**config.mk**
```make
export PLATFORM = sky130hd
export DESIGN_NAME = bot_update_ctrl
export DESIGN_NICKNAME = d
export VERILOG_FILES = /design/src/rtl/bot_update_ctrl.sv
export SDC_FILE = /design/constraint.sdc
export NUM_CORES = 1
export LEC_CHECK = 0
export BUFFER_PORTS_ARGS = -buffer_cell sky130_fd_sc_hd__buf_2
export CAP_MARGIN = 20
export CORE_MARGIN = 4
export CORE_UTILIZATION = 45
export CTS_BUF_LIST = sky130_fd_sc_hd__clkbuf_16
export CTS_CLUSTER_DIAMETER = 150
export DETAILED_ROUTE_END_ITERATION = 10
export GPL_ROUTABILITY_DRIVEN = 0
export PLACE_DENSITY = 0.72
export RECOVER_POWER = 50
export SLEW_MARGIN = 30
export SYNTH_ARGS = -nofsm -noshare
export SYNTH_HDL_FRONTEND = slang
export SYNTH_SLANG_ARGS = --single-unit
```
**constraint.sdc**
```tcl
create_clock -name clk -period 3.7 [get_ports clk]
set_input_delay 0.185 -clock clk [delete_from_list [all_inputs] [get_ports clk]]
set_output_delay 0.185 -clock clk [all_outputs]
set_load 0.01 [all_outputs]
```
**src/rtl/bot_update_ctrl.sv**
```systemverilog
// Rojobot-to-core status update sequencer: snapshots bot registers, raises an update flag, waits for ack.
// Optional BOT_STOP_ON_TIMEOUT_EN: clear the motor command when the core fails to ack in time.
module bot_update_ctrl #(
  parameter int TIMEOUT_CYCLES = 750000,
  parameter int MISS_W         = 8
) (
  input  logic              clk,
  input  logic              rst,
  input  logic              i_upd_sysregs,
  input  logic [7:0]        i_locx,
  input  logic [7:0]        i_locy,
  input  logic [7:0]        i_sensors,
  input  logic [7:0]        i_botinfo,
  input  logic              i_int_ack,
  input  logic              i_motctl_wr,
  input  logic [7:0]        i_motctl_data,
  input  logic              i_clr_status,
  output logic [7:0]        o_motctl,
  output logic [31:0]       o_bot_info,
  output logic              o_upd_flag,
  output logic [MISS_W-1:0] o_miss_cnt,
  output logic              o_timeout,
  output logic              o_busy
);

  localparam int TMR_W = (TIMEOUT_CYCLES > 2) ? $clog2(TIMEOUT_CYCLES) : 1;

  typedef enum logic [1:0] {IDLE, PEND, ACK_LOW} state_t;

  state_t             state, state_n;
  logic               upd_q;
  logic               upd_evt;
  logic               pend, pend_n;
  logic [TMR_W-1:0]   timer, timer_n;
  logic               flag_n;
  logic               timeout_n;
  logic               timeout_hit;
  logic [MISS_W-1:0]  miss_n;
  logic [31:0]        info_n;
  logic [7:0]         motctl_n;

  assign upd_evt = i_upd_sysregs & ~upd_q;
  assign o_busy  = (state != IDLE);

  always_comb begin
    state_n     = state;
    pend_n      = pend;
    timer_n     = timer;
    flag_n      = o_upd_flag;
    timeout_n   = o_timeout;
    timeout_hit = 1'b0;
    miss_n      = o_miss_cnt;
    info_n      = o_bot_info;
    motctl_n    = o_motctl;

    case (state)
      IDLE: begin
        // A fresh event and a queued one are served together as one snapshot.
        if (upd_evt || pend) begin
          info_n  = {i_locx, i_locy, i_sensors, i_botinfo};
          pend_n  = 1'b0;
          timer_n = '0;
          flag_n  = 1'b1;
          state_n = PEND;
        end
      end
      PEND: begin
        timer_n = timer + TMR_W'(1);
        if (i_int_ack) begin
          flag_n  = 1'b0;
          state_n = ACK_LOW;
        end else if (timer == TMR_W'(TIMEOUT_CYCLES - 1)) begin
          flag_n      = 1'b0;
          timeout_hit = 1'b1;
          state_n     = IDLE;
        end
      end
      ACK_LOW: begin
        if (!i_int_ack) state_n = IDLE;
      end
      default: state_n = IDLE;
    endcase

    // One-deep queue while busy; further events are counted as lost.
    if (upd_evt && (state != IDLE)) begin
      if (!pend) pend_n = 1'b1;
      else if (o_miss_cnt != '1) miss_n = o_miss_cnt + MISS_W'(1);
    end

    if (timeout_hit) timeout_n = 1'b1;

`ifdef BOT_STOP_ON_TIMEOUT_EN
    if (timeout_hit) motctl_n = 8'h00;
`endif
    if (i_motctl_wr) motctl_n = i_motctl_data;

    if (i_clr_status) begin
      timeout_n = 1'b0;
      miss_n    = '0;
    end
  end

  always_ff @(posedge clk) begin
    if (rst) begin
      state      <= IDLE;
      upd_q      <= 1'b0;
      pend       <= 1'b0;
      timer      <= '0;
      o_upd_flag <= 1'b0;
      o_timeout  <= 1'b0;
      o_miss_cnt <= '0;
      o_bot_info <= '0;
      o_motctl   <= '0;
    end else begin
      state      <= state_n;
      upd_q      <= i_upd_sysregs;
      pend       <= pend_n;
      timer      <= timer_n;
      o_upd_flag <= flag_n;
      o_timeout  <= timeout_n;
      o_miss_cnt <= miss_n;
      o_bot_info <= info_n;
      o_motctl   <= motctl_n;
    end
  end

endmodule

```
==> flow_summary_export.csv, run 1 <==
group,metric,value,unit
outcome,status,"complete, but fails checks",
outcome,violations,"capacitance limit, slew limit",
synth,yosysMostFrequentCell,"dfxtp_1",
pwr,seqPwrFrac,43.8,%
global_route,grt_use_total,18.3,%
clocking,postCtsSetupBuffers,0,
global_route,grt_start_max_net_pins,39,
setup_path,cp-end-kind,"flop",
min_path,hp-class,"input pin to flop",
run,maxCapViolations,1,
synth,async_flop_share,0,%
sta,fmax,0.411,GHz
floorplanning,core,6420,um2
clocking,numClockSinks,74,
sta,fin_crit,2440,ps
floorplanning,die_h,90.0,um
setup_path,cp-start-kind,"input pin",
clocking,cts_root_buf,"clkbuf_16",
setup_path,crit_required,3880,ps
finish,drive_gt1_share,15.3,%
finish,num-nets-final,494,
synth,synth_edf_count,0,
synth,synth_fp_nets,404,
floorplanning,initial_core_util,47.1,%
routing,vias,2871,
sta,hold_slack,95.9,ps
sta,min_period_over_period,65.8,%
pwr,ir_drop,0.000301,V
clocking,cts_tree,"yes",
setup_path,worstSetupPathType,"input pin to flop",
global_route,grt_pass1_wl,12400,um
routing,avgRoutedWirePerCell,13.8,um
sta,slew_viol_final,39,
placed_design,hpwl,4980,um
sta,slew_headroom,-7.00,%
floorplanning,rows,29,
pwr,swShare,23.9,%
finish,multiInputGateArea,1430,um2
clocking,cts_buffers,9,
placed_design,io_buffers,96,
synth,yosysTopAreaCell,"dfxtp_1",
synth,synth.area.top_cells,"dfxtp_1, nand2_1, a21oi_1, mux2i_1, nor2_1",
synth,yosysWarningCount,0,
clocking,cts_resized,0,
synth,synthCells,356,
pwr,p_total,0.00196,W
synth,synth_top_cell_area_share,49.0,%
finish,area_delta_synth_final,25.4,%
synth,syn_area,3020,um2
finish,diodes,0,
setup_path,cp.arrival,2620,ps
setup_path,critical_path.max_fanout,38,
sta,hold_violations,0,
routing,drc,0,
clocking,htreeDepth,3,
routing,drtIter0Drc,150,
synth,yosysSeqAreaShare,49.0,%
pwr,power_density,516,nW/um2
pwr,p_switching,0.000467,W
global_route,overflow,0,
pwr,p_int,0.00149,W
pwr,pwr-share-clk,46.9,%
routing,routed_via_density,5.44,
clocking,insertion_delay,320,ps
synth,synth_common_cells,"dfxtp_1, nand2_1, a21oi_1, nor2_1, nand3_1",
floorplanning,io_pins,97,
routing,ant_nets,0,
synth,synth.distinct_cells,44,
pwr,cellLeakagePower,1.40,nW
floorplanning,die-area,8090,um2
clocking,cts_hold_buf,0,
routing,drtPass1Iterations,4,
sta,setup_viol,0,
sta,fin_setup_tns,0,ps
pwr,comb_power_share,9.3,%
synth,syn_avg_cell_area,8.49,um2
clocking,clk_pin_slew,60,ps
global_route,antenna_found_initial,0,
synth,ys.flop_type,"dfxtp_1",
finish,n_fill_cell,595,
finish,final_util,59.0,%
sta,grt_setup_unrepaired,"no",
floorplanning,die_w,90.0,um
sta,worst_slew_pin_slew,1600,ps
synth,synth_seq_cells,74,
finish,seqCellArea,1480,um2
global_route,first_global_vias,2708,
routing,drt-total-wl,7270,um
clocking,clockBufferDepth,2,
sta,finClkSkew,6.28,ps
==> power groups by stage <==
| stage | sequential, W | combinational (W) | clock, W |
|---|---|---|---|
| after floorplan | 0.000884 | 0.0000980 | 0 |
| after global placement | 0.000871 | 0.000189 | 0 |
| after detailed placement | 0.000871 | 0.000192 | 0 |
| after CTS | 0.000855 | 0.000193 | 0.000934 |
| after global routing | 0.000860 | 0.000206 | 0.000978 |
| final | 0.000856 | 0.000182 | 0.000918 |
==> per-stage QoR <==
step,area (um2),instances,worst slack (ps)
6_report,3790,528,1260
5_1_grt,3790,528,1040
3_3_place_gp,3540,512,1970
3_5_place_dp,3540,512,1930
4_1_cts,3860,528,1940
2_1_floorplan,3020,356,2200
==> final cells by class <==
cell class	count	share of cell area [%]
sequential	74	39.1
clock buffer	9	5.94
clock inverter	7	2.44
inverter	7	0.693
timing repair buffer	99	11.5
tap	77	2.54
multi-input combinational	255	37.8
==> kinds of logic (layout without fill, tap and decap cells) <==
kind of cell / Yosys count / after routing / share of synthesized area (%)
simple gates: 154 / 154 / 25.2
compound gates: 86 / 86 / 16.9
flops: 74 / 74 / 49.0
buf+inv: 27 / 122 / 3.93
mux: 9 / 9 / 2.98
xor+xnor: 4 / 4 / 1.16
fa+ha+maj: 2 / 2 / 0.828
==> worst max-delay path, stage by stage <==
cell	delay (ps)
clkbuf_1	910
clkbuf_1	1240
a21oi_1	50
o21ai_0	160
a31oi_1	60
==> path summary, 6_finish.rpt <==
path,cells past startpoint,slack (ps),start,to
worst max-delay path,5,1260,rst,o_upd_flag$_SDFFE_PP0P_
worst min-delay path,3,100,i_locx[7],o_bot_info[31]$_SDFFE_PP0P_
worst max register to register,5,1930,timer[0]$_SDFFE_PP0P_,timer[16]$_SDFFE_PP0P_
worst min register to register,2,450,o_bot_info[30]$_SDFFE_PP0P_,o_bot_info[30]$_SDFFE_PP0P_
==> routing by layer <==
metal	GRT usage, %	up-vias	share of wire, %
li1	-	1459	-
met1	22.9	1336	44
met2	30.4	71	48
met3	6.09	5	6.7
met4	4.59	0	0.74
met5	0	-	0
==> registers in the layout, summed over array words and instances, names as in the netlist <==
name        flops
o_upd_flag      1
o_timeout       1
o_miss_cnt      8
upd_q           1
timer          20
state           2
o_bot_info     32
o_motctl        8
pend            1
==> layout by cell type, fill, tap and decap left out, types with 3 or more instances in the layout <==
cell type  synthesis  routed
dfxtp_1           74      74
nand2_1           73      73
a21oi_1           54      54
clkbuf_1          10      52
buf_2              5      45
nor2_1            20      20
nand3_1           14      14
nand4_1            9       9
o211ai_1           9       9
or3_1              9       9
mux2i_1            9       9
clkbuf_16          0       9
inv_1              7       7
o311ai_0           6       6
and4_1             4       4
or4_1              4       4
o21ai_0            4       4
nor2b_1            3       3
xor2_1             3       3
nor3_1             3       3
Note: power is estimated with default switching activity, not from simulation.
==> run 2: changes to the inputs <==
- clock period: 3.7 -> 2.3 ns (I/O delays scaled with it)
==> flow_summary_export.csv, run 2 (synthesis results as in run 1) <==
group,metric,value,unit
outcome,status,"complete, but fails checks",
outcome,violations,"capacitance limit, slew limit",
finish,largest_reg_flops,32,
routing,drtPass1Iterations,4,
routing,drc,0,
global_route,antenna_found_initial,0,
pwr,p_int,0.00284,W
finish,area_delta_synth_final,29.0,%
sta,slew_headroom,-27.1,%
pwr,cellLeakagePower,1.46,nW
floorplanning,rows,29,
routing,avgRoutedWirePerCell,14.5,um
pwr,comb_power_share,8.4,%
setup_path,cp-end-kind,"flop",
setup_path,crit_chain,"clkbuf_1 -> buf_4 -> nor3_1",
finish,diodes,0,
setup_path,worstSetupPathType,"input pin to flop",
sta,fin_ws,437,ps
sta,min_period_over_period,81.0,%
setup_path,critical_path.max_fanout,41,
clocking,clockBufferDepth,2,
finish,regMostFlops,"o_bot_info",
global_route,grt_use_total,18.6,%
finish,layout_common_cells,"dfxtp_1, nand2_1, a21oi_1",
setup_path,crit_required,2510,ps
setup_path,cpPeakStageDelay,1340,ps
placed_design,hpwl,5240,um
sta,grt_setup_unrepaired,"no",
finish,seqCellArea,1480,um2
pwr,ir_drop,0.000669,V
run,maxCapViolations,1,
finish,num-nets-final,495,
routing,routed_via_density,5.42,
finish,n_fill_cell,592,
floorplanning,io_pins,97,
sta,hold_violations,0,
pwr,power_density,922,nW/um2
routing,vias,2865,
clocking,cts_tree,"yes",
finish,top_regs,"o_bot_info (32), timer (20)",
sta,worst_slew_pin_slew,1910,ps
finish,drive_gt1_share,15.9,%
clocking,numClockSinks,74,
routing,ant_nets,0,
clocking,cts_resized,0,
floorplanning,core,6420,um2
routing,drtIter0Drc,121,
routing,wl_met1,3350,um
clocking,cts_hold_buf,0,
routing,drt-total-wl,7650,um
min_path,hp-class,"input pin to flop",
finish,multiInputGateArea,1430,um2
placed_design,io_buffers,96,
floorplanning,die-area,8090,um2
placed_design,dp_slack,611,ps
sta,fmax,0.537,GHz
clocking,cts_buffers,9,
sta,fin_setup_tns,0,ps
global_route,first_global_vias,2747,
global_route,grt_start_max_net_pins,42,
setup_path,cp-start-kind,"input pin",
sta,fin_crit,1860,ps
sta,setup_viol,0,
floorplanning,die_h,90.0,um
pwr,seqPwrFrac,38.3,%
sta,finClkSkew,5.99,ps
clocking,clk_pin_slew,60,ps
clocking,cts_root_buf,"clkbuf_16",
clocking,htreeDepth,3,
setup_path,slowest_stage,"clkbuf_1",
clocking,postCtsSetupBuffers,0,
routing,routed-wl-met3,416,um
pwr,p_switching,0.000755,W
floorplanning,initial_core_util,47.1,%
global_route,overflow,0,
routing,met2_length,3810,um
finish,final_common_cell,"dfxtp_1",
sta,slew_viol_final,42,
setup_path,cp.arrival,2070,ps
global_route,grt_pass1_wl,12600,um
floorplanning,die_w,90.0,um
routing,top_layer,"met4",
pwr,swShare,21.0,%
pwr,pwr-share-clk,53.4,%
clocking,insertion_delay,330,ps
run 2: worst paths after layout:
check	from	to	slack [ps]	depth (start not counted)
min	i_sensors[7]	o_bot_info[15]$_SDFFE_PP0P_	20	3
max reg2reg	timer[0]$_SDFFE_PP0P_	timer[10]$_SDFFE_PP0P_	570	5
min reg2reg	o_bot_info[25]$_SDFFE_PP0P_	o_bot_info[25]$_SDFFE_PP0P_	450	2
max	rst	timer[3]$_SDFFE_PP0P_	440	3
run 2: per-stage QoR:
stage / power, W / util (%) / std cells / area, um2 / hold WS, ps
2_1_floorplan: 0.00158 / - / 356 / 3020 / 243
3_3_place_gp: 0.00171 / 55.3 / 513 / 3550 / 351
3_5_place_dp: 0.00172 / 55.3 / 513 / 3550 / 361
4_1_cts: 0.00364 / 61.7 / 529 / 3960 / 12.3
5_1_grt: 0.00373 / 60.7 / 529 / 3900 / 19.8
6_report: 0.00360 / 60.7 / 529 / 3900 / 19.3
run 2: critical path: cells and delay by family:
kind	cells	cell delay (ps)
AND/OR/NAND/NOR	1	100
buffers and inverters	2	1840
run 2: routing by layer:
metal  up-vias  track usage (%)
met1      1334             22.7
met4         0             6.25
met2        68             32.0
met5         -                0
met3         9             5.01
li1       1454                -
run 2: cell type report:
| cell class | count | area share (%) |
|---|---|---|
| clock buffers | 9 | 5.78 |
| clock inverters | 7 | 4.85 |
| inverters | 7 | 0.674 |
| multi-input cells | 255 | 36.8 |
| flip-flops and latches | 74 | 38.0 |
| well taps | 77 | 2.47 |
| repair buffers | 100 | 11.5 |
run 2: power groups by stage:
stage / registers, W / clock network, W / logic (W)
6_report: 0.00138 / 0.00192 / 0.000301
5_1_grt: 0.00138 / 0.00200 / 0.000339
4_1_cts: 0.00137 / 0.00195 / 0.000318
3_5_place_dp: 0.00140 / 0 / 0.000317
3_3_place_gp: 0.00140 / 0 / 0.000309
2_1_floorplan: 0.00142 / 0 / 0.000158
